[src/rtl/music_pkg.sv]
// Shared types and constants for the tone player and its millisecond prescaler.
package music_pkg;

  typedef enum logic [1:0] {
    IDLE = 2'd0,
    PLAY = 2'd1,
    GAP  = 2'd2
  } state_t;

  localparam int CLK_HZ_DEF = 50_000_000;
  localparam int DUR_W_DEF  = 16;

  // Clock cycles per millisecond; never below one so the prescaler always ticks.
  function automatic int ms_ticks(input int clk_hz);
    int t;
    t = clk_hz / 1000;
    return (t < 1) ? 1 : t;
  endfunction

endpackage

[src/rtl/ms_tick_gen.sv]
// Millisecond prescaler: counts 0..MS_TICKS-1 while enabled and flags the
// terminal count with a one-cycle tick. Shared by the PLAY and GAP timing.
module ms_tick_gen
  import music_pkg::*;
#(
  parameter int MS_TICKS = 50_000
) (
  input  logic clk,
  input  logic reset,
  input  logic clear,
  input  logic en,
  output logic tick
);

  logic [31:0] ms_cnt;

  assign tick = en && (ms_cnt == 32'(MS_TICKS - 1));

  // Prescaler count: clear has priority, wrap to zero on the terminal count.
  always_ff @(posedge clk) begin
    if (reset || clear) begin
      ms_cnt <= '0;
    end else if (en) begin
      ms_cnt <= tick ? '0 : ms_cnt + 32'd1;
    end
  end

endmodule

[src/rtl/tone_player.sv]
// Square-wave note player. Accepts {half_period, dur_ms} on a valid/ready
// handshake, drives speaker for exactly dur_ms milliseconds, then pulses
// note_done. Optional articulation gap after each note: define ARTIC_GAP_EN.
//
// state | meaning
// IDLE  | waiting for a note; note_ready high
// PLAY  | tone running from the latched half-period for the latched duration
// GAP   | silent articulation gap (ARTIC_GAP_EN builds only)
module tone_player
  import music_pkg::*;
#(
  parameter int CLK_HZ   = CLK_HZ_DEF,
  parameter int MS_TICKS = ms_ticks(CLK_HZ),
  parameter int DUR_W    = DUR_W_DEF
`ifdef ARTIC_GAP_EN
  ,
  parameter int GAP_MS   = 20
`endif
) (
  input  logic             clk,
  input  logic             reset,
  input  logic             note_valid,
  output logic             note_ready,
  input  logic [31:0]      half_period,
  input  logic [DUR_W-1:0] dur_ms,
  output logic             speaker,
  output logic             busy,
  output logic             note_done
);

  state_t      state, state_nxt;
  logic [31:0] hp_lat, hp_lat_nxt;
  logic [31:0] hp_cnt, hp_cnt_nxt;
  logic [31:0] dur_left, dur_left_nxt;
  logic        speaker_nxt;
  logic        note_done_nxt;
  logic        ms_clear, ms_en, ms_tick;
`ifdef ARTIC_GAP_EN
  logic [31:0] gap_left, gap_left_nxt;
`endif

  assign note_ready = (state == IDLE);
  assign busy       = !note_ready;

  ms_tick_gen #(
    .MS_TICKS (MS_TICKS)
  ) u_ms_tick (
    .clk   (clk),
    .reset (reset),
    .clear (ms_clear),
    .en    (ms_en),
    .tick  (ms_tick)
  );

  // Next-state and datapath: accept, tone toggling, duration and gap timing.
  always_comb begin
    state_nxt     = state;
    hp_lat_nxt    = hp_lat;
    hp_cnt_nxt    = hp_cnt;
    dur_left_nxt  = dur_left;
    speaker_nxt   = speaker;
    note_done_nxt = 1'b0;
    ms_clear      = 1'b0;
    ms_en         = 1'b0;
`ifdef ARTIC_GAP_EN
    gap_left_nxt  = gap_left;
`endif
    case (state)
      IDLE: begin
        if (note_valid) begin
          hp_lat_nxt   = half_period;
          dur_left_nxt = 32'(dur_ms);
          hp_cnt_nxt   = '0;
          ms_clear     = 1'b1;
          speaker_nxt  = 1'b0;
          // A zero-length note completes without ever leaving IDLE.
          if (dur_ms == '0) begin
            note_done_nxt = 1'b1;
          end else begin
            state_nxt = PLAY;
          end
        end
      end

      PLAY: begin
        ms_en = 1'b1;
        if (hp_lat == '0) begin
          speaker_nxt = 1'b0;
        end else if (hp_cnt == hp_lat - 32'd1) begin
          speaker_nxt = !speaker;
          hp_cnt_nxt  = '0;
        end else begin
          hp_cnt_nxt = hp_cnt + 32'd1;
        end

        if (ms_tick) begin
          if (dur_left == 32'd1) begin
            // Last cycle of the note: forced silence wins over any toggle.
            speaker_nxt   = 1'b0;
            note_done_nxt = 1'b1;
            dur_left_nxt  = '0;
            hp_cnt_nxt    = '0;
`ifdef ARTIC_GAP_EN
            if (GAP_MS == 0) begin
              state_nxt = IDLE;
            end else begin
              state_nxt    = GAP;
              gap_left_nxt = 32'(GAP_MS);
              ms_clear     = 1'b1;
            end
`else
            state_nxt = IDLE;
`endif
          end else begin
            dur_left_nxt = dur_left - 32'd1;
          end
        end
      end

`ifdef ARTIC_GAP_EN
      GAP: begin
        ms_en       = 1'b1;
        speaker_nxt = 1'b0;
        if (ms_tick) begin
          if (gap_left <= 32'd1) begin
            gap_left_nxt = '0;
            state_nxt    = IDLE;
          end else begin
            gap_left_nxt = gap_left - 32'd1;
          end
        end
      end
`endif

      default: begin
        state_nxt   = IDLE;
        speaker_nxt = 1'b0;
      end
    endcase
  end

  // State and datapath registers; reset aborts any note without a done pulse.
  always_ff @(posedge clk) begin
    if (reset) begin
      state     <= IDLE;
      hp_lat    <= '0;
      hp_cnt    <= '0;
      dur_left  <= '0;
      speaker   <= 1'b0;
      note_done <= 1'b0;
    end else begin
      state     <= state_nxt;
      hp_lat    <= hp_lat_nxt;
      hp_cnt    <= hp_cnt_nxt;
      dur_left  <= dur_left_nxt;
      speaker   <= speaker_nxt;
      note_done <= note_done_nxt;
    end
  end

`ifdef ARTIC_GAP_EN
  // Remaining gap milliseconds.
  always_ff @(posedge clk) begin
    if (reset) begin
      gap_left <= '0;
    end else begin
      gap_left <= gap_left_nxt;
    end
  end
`endif

endmodule

[config.mk]
export PLATFORM = sky130hd
export DESIGN_NAME = tone_player
export DESIGN_NICKNAME = d
export VERILOG_FILES = /design/src/rtl/music_pkg.sv /design/src/rtl/ms_tick_gen.sv /design/src/rtl/tone_player.sv
export SDC_FILE = /design/constraint.sdc
export NUM_CORES = 1
export LEC_CHECK = 0
export ABC_CLOCK_PERIOD_IN_PS = 4450
export CAP_MARGIN = 0
export CORE_ASPECT_RATIO = 0.9
export CORE_UTILIZATION = 40
export DETAILED_ROUTE_END_ITERATION = 8
export PLACE_DENSITY_LB_ADDON = 0.1
export SETUP_SLACK_MARGIN = 0.5
export SLEW_MARGIN = 40
export SYNTH_ARGS = -nofsm -noshare
export SYNTH_HDL_FRONTEND = slang
export SYNTH_SLANG_ARGS = --single-unit
[constraint.sdc]
create_clock -name clk -period 4.45 [get_ports clk]
set_input_delay 0.89 -clock clk [delete_from_list [all_inputs] [get_ports clk]]
set_output_delay 0.89 -clock clk [all_outputs]
set_load 0.005 [all_outputs]
==> results.json <==
{
  "yosys_warnings": 0,
  "hold_class": "reg2reg",
  "nNetsFinal": 1062,
  "cp-end-kind": "register",
  "areaGrowthSynthToFinish_pct": 18.8,
  "r2r-end": "hp_cnt[26]",
  "syn_area_per_cell_sq_um": 7.58,
  "cts_root_buf": "clkbuf_16",
  "tns_ps": 0,
  "cts_hold_buf": 0,
  "finalCriticalPeriod_ps": 3690,
  "dr.first_iter.drc_count": 444,
  "cts_buffers": 17,
  "min_from": "dur_left[20]",
  "drive_above_1_share": 0.0716,
  "skew_ps": 11.3,
  "antenna_found_initial": 0,
  "post-route-period-util": 0.828,
  "yosysUniqueCellTypes": 64,
  "cp_max_fo": 24,
  "rsz0062_at_grt": "false",
  "die_w_microns": 145,
  "grt_first_pass_wirelength_microns": 32300,
  "cts_tree": "yes",
  "final_cell_area_sq_um": 8770,
  "clk_latency_ps": 430,
  "first_pass_iters": 5,
  "dp_hpwl_microns": 13500,
  "die_y_microns": 131,
  "hold_viol": 0,
  "critPathRequiredTime_ps": 4760,
  "yosys_register_bits": 131,
  "diodes": 0,
  "grt_max_degree": 55,
  "vdd_drop_max_mv": 0.222,
  "ys.flop_type": "dfxtp_1",
  "max_clock_freq_mhz": 271,
  "finalSetupViolations": 0,
  "tightest_slew_ps": 803,
  "slew_headroom": 0.464,
  "pin_count": 55,
  "via_count": 6843,
  "syn_inst": 975,
  "outcome": "complete, no violations",
  "power_density_nw_per_um2": 371,
  "rr_worst_depth": 9,
  "grtUsageTotal": 0.212,
  "placed_area_sq_um": 8080,
  "min_to": "dur_left[20]",
  "placementRows": 46,
  "rrSetupSlack_ps": 760,
  "hold_slack_ps": 460,
  "min_path_cells": 2,
  "leakage_uw": 0.00302,
  "clock_path_buffers": 2,
  "die_area_sq_um": 19000,
  "cts.sinks": 131,
  "synth-edff-count": 0,
  "synth_fp_nets": 1031,
  "via_per_inst": 5.44,
  "slew_violations": 0,
  "crit_type": "reg2reg",
  "gp_congestion": 0.902,
  "start_util": 0.414,
  "numPortBuffers": 54,
  "grt_pass1_vias": 6062,
  "worstReg2RegStart": "hp_lat[15]",
  "drv_cap": 0,
  "core_area_sq_um": 17800,
  "critPathLaunch": "hp_lat[15]",
  "grt_overflow_total": 0,
  "yosysSeqAreaShare": 0.355,
  "worstPathArrival_ps": 3990,
  "h-tree-depth": 4,
  "antenna_left": 0,
  "wl_per_cell_microns": 15.3,
  "syn_area_sq_um": 7390,
  "ys_async_sr_fraction": 0,
  "cts.clk_slew.worst_paths_ps": 60,
  "drcViolationCount": 0,
  "wirelength_microns": 19300,
  "start_kind": "register"
}
==> per-stage QoR <==
| step | total power [uW] | instances | utilization | worst slack [ps] |
|---|---|---|---|---|
| after floorplan | 1590 | 975 | - | 1080 |
| after global placement | 1730 | 1224 | 0.452 | 700 |
| after detailed placement | 1730 | 1224 | 0.453 | 647 |
| after CTS | 3260 | 1256 | 0.488 | 570 |
| after global routing | 3400 | 1259 | 0.492 | 530 |
| final | 3260 | 1259 | 0.492 | 764 |
==> synthesized netlist by cell type (3+ instances only) <==
master,number,area (sq um)
nor3_1,26,130
or2_2,3,18.8
o311ai_1,8,70.1
and3_1,12,75.1
or3_1,14,87.6
nor4_1,28,175
clkbuf_1,49,184
nand2b_1,4,25.0
nor2b_1,3,18.8
nor4_2,3,37.5
xnor2_1,44,385
dfxtp_1,131,2620
nor3b_1,4,30.0
inv_1,23,86.3
and4_1,4,35.0
a211oi_1,18,135
nor4b_1,3,26.3
o22ai_1,5,31.3
buf_2,3,15.0
nand3b_1,4,30.0
or4_1,13,97.6
nand4_1,35,219
nand3_1,48,240
mux2i_1,6,60.1
a21oi_1,55,275
nand2_1,155,582
a31oi_1,15,93.8
xor2_1,49,429
a41oi_1,3,26.3
o31ai_1,4,30.0
o21ai_0,38,190
and2_1,3,18.8
buf_6,5,56.3
nor2_1,114,428
nand4b_1,5,43.8
ha_1,5,62.6
==> metal layers <==
layer / vias to the layer above / global-route usage / wire (microns)
met3: 11 / 0.0378 / 768
met5: - / 0 / 0
li1: 3543 / - / -
met4: 0 / 0.0489 / 134
met1: 3155 / 0.325 / 10500
met2: 134 / 0.305 / 7810
==> layout make-up <==
class | instances | area [sq um]
clock inverter | 11 | 175
clock buffer | 21 | 460
tap | 240 | 300
fill | 1806 | 9070
timing repair buffer | 70 | 656
multi-input combinational | 763 | 4470
sequential | 131 | 2620
inverter | 23 | 86.3
==> cells by family after synthesis <==
group | share of synthesized area
AO/OA/AOI/OAI | 0.141
multiplexers | 0.0117
buffers and inverters | 0.0467
adder cells (fa/ha/maj) | 0.00847
flip-flops | 0.355
XOR/XNOR | 0.110
AND/OR/NAND/NOR | 0.327
==> flip-flops by register name (all words and copies together), names as in the netlist <==
register and count:
speaker 1, dur_left 32, note_done 1, hp_cnt 32
u_ms_tick.ms_cnt 32, state 1, hp_lat 32
==> cells in the final DEF (no fill, tap or decap), drive strengths merged, types with 5 or more instances in the layout <==
master / n
nand2: 156
dfxtp: 131
nor2: 114
a21oi: 55
clkdlybuf4s50: 53
xor2: 49
nand3: 48
xnor2: 44
o21ai: 39
nand4: 35
nor4: 32
nor3: 27
inv: 25
clkbuf: 21
a211oi: 18
buf: 17
a31oi: 15
or3: 14
or4: 14
and3: 12
o311ai: 8
mux2i: 6
nand4b: 5
o22ai: 5
ha: 5
==> worst max path at each step <==
stage                 endpoint  slack [ps]  cells after the start
floorplan           hp_cnt[14]        1080                     12
global placement     hp_cnt[5]         700                     11
detailed placement  hp_cnt[25]         650                     11
CTS                 hp_cnt[14]         570                     11
global route        hp_cnt[26]         530                     12
finish              hp_cnt[26]         760                      9
==> critical path, stage by stage (launching register included) <==
cell,delay (ps)
dfxtp_1,380
or4_4,620
nor4_1,530
nand3_1,170
xnor2_1,150
or4_1,520
or4_4,660
buf_4,270
a31oi_1,170
a21oi_1,80
==> where the power goes <==
group / internal [uW] / switching [uW] / total, uW / leakage (uW)
Clock: 972 / 557 / 1530 / 0.000304
Combinational: 207 / 256 / 463 / 0.00166
Sequential: 1210 / 55.8 / 1260 / 0.00106
==> timing repair <==
item | CTS | global route
endpoints found under the setup margin | 0 | 26
hold endpoints to repair | 0 | 0
setup buffers | 0 | 3
gates resized for setup | 0 | 5
Note: power is estimated with default switching activity, not from simulation.
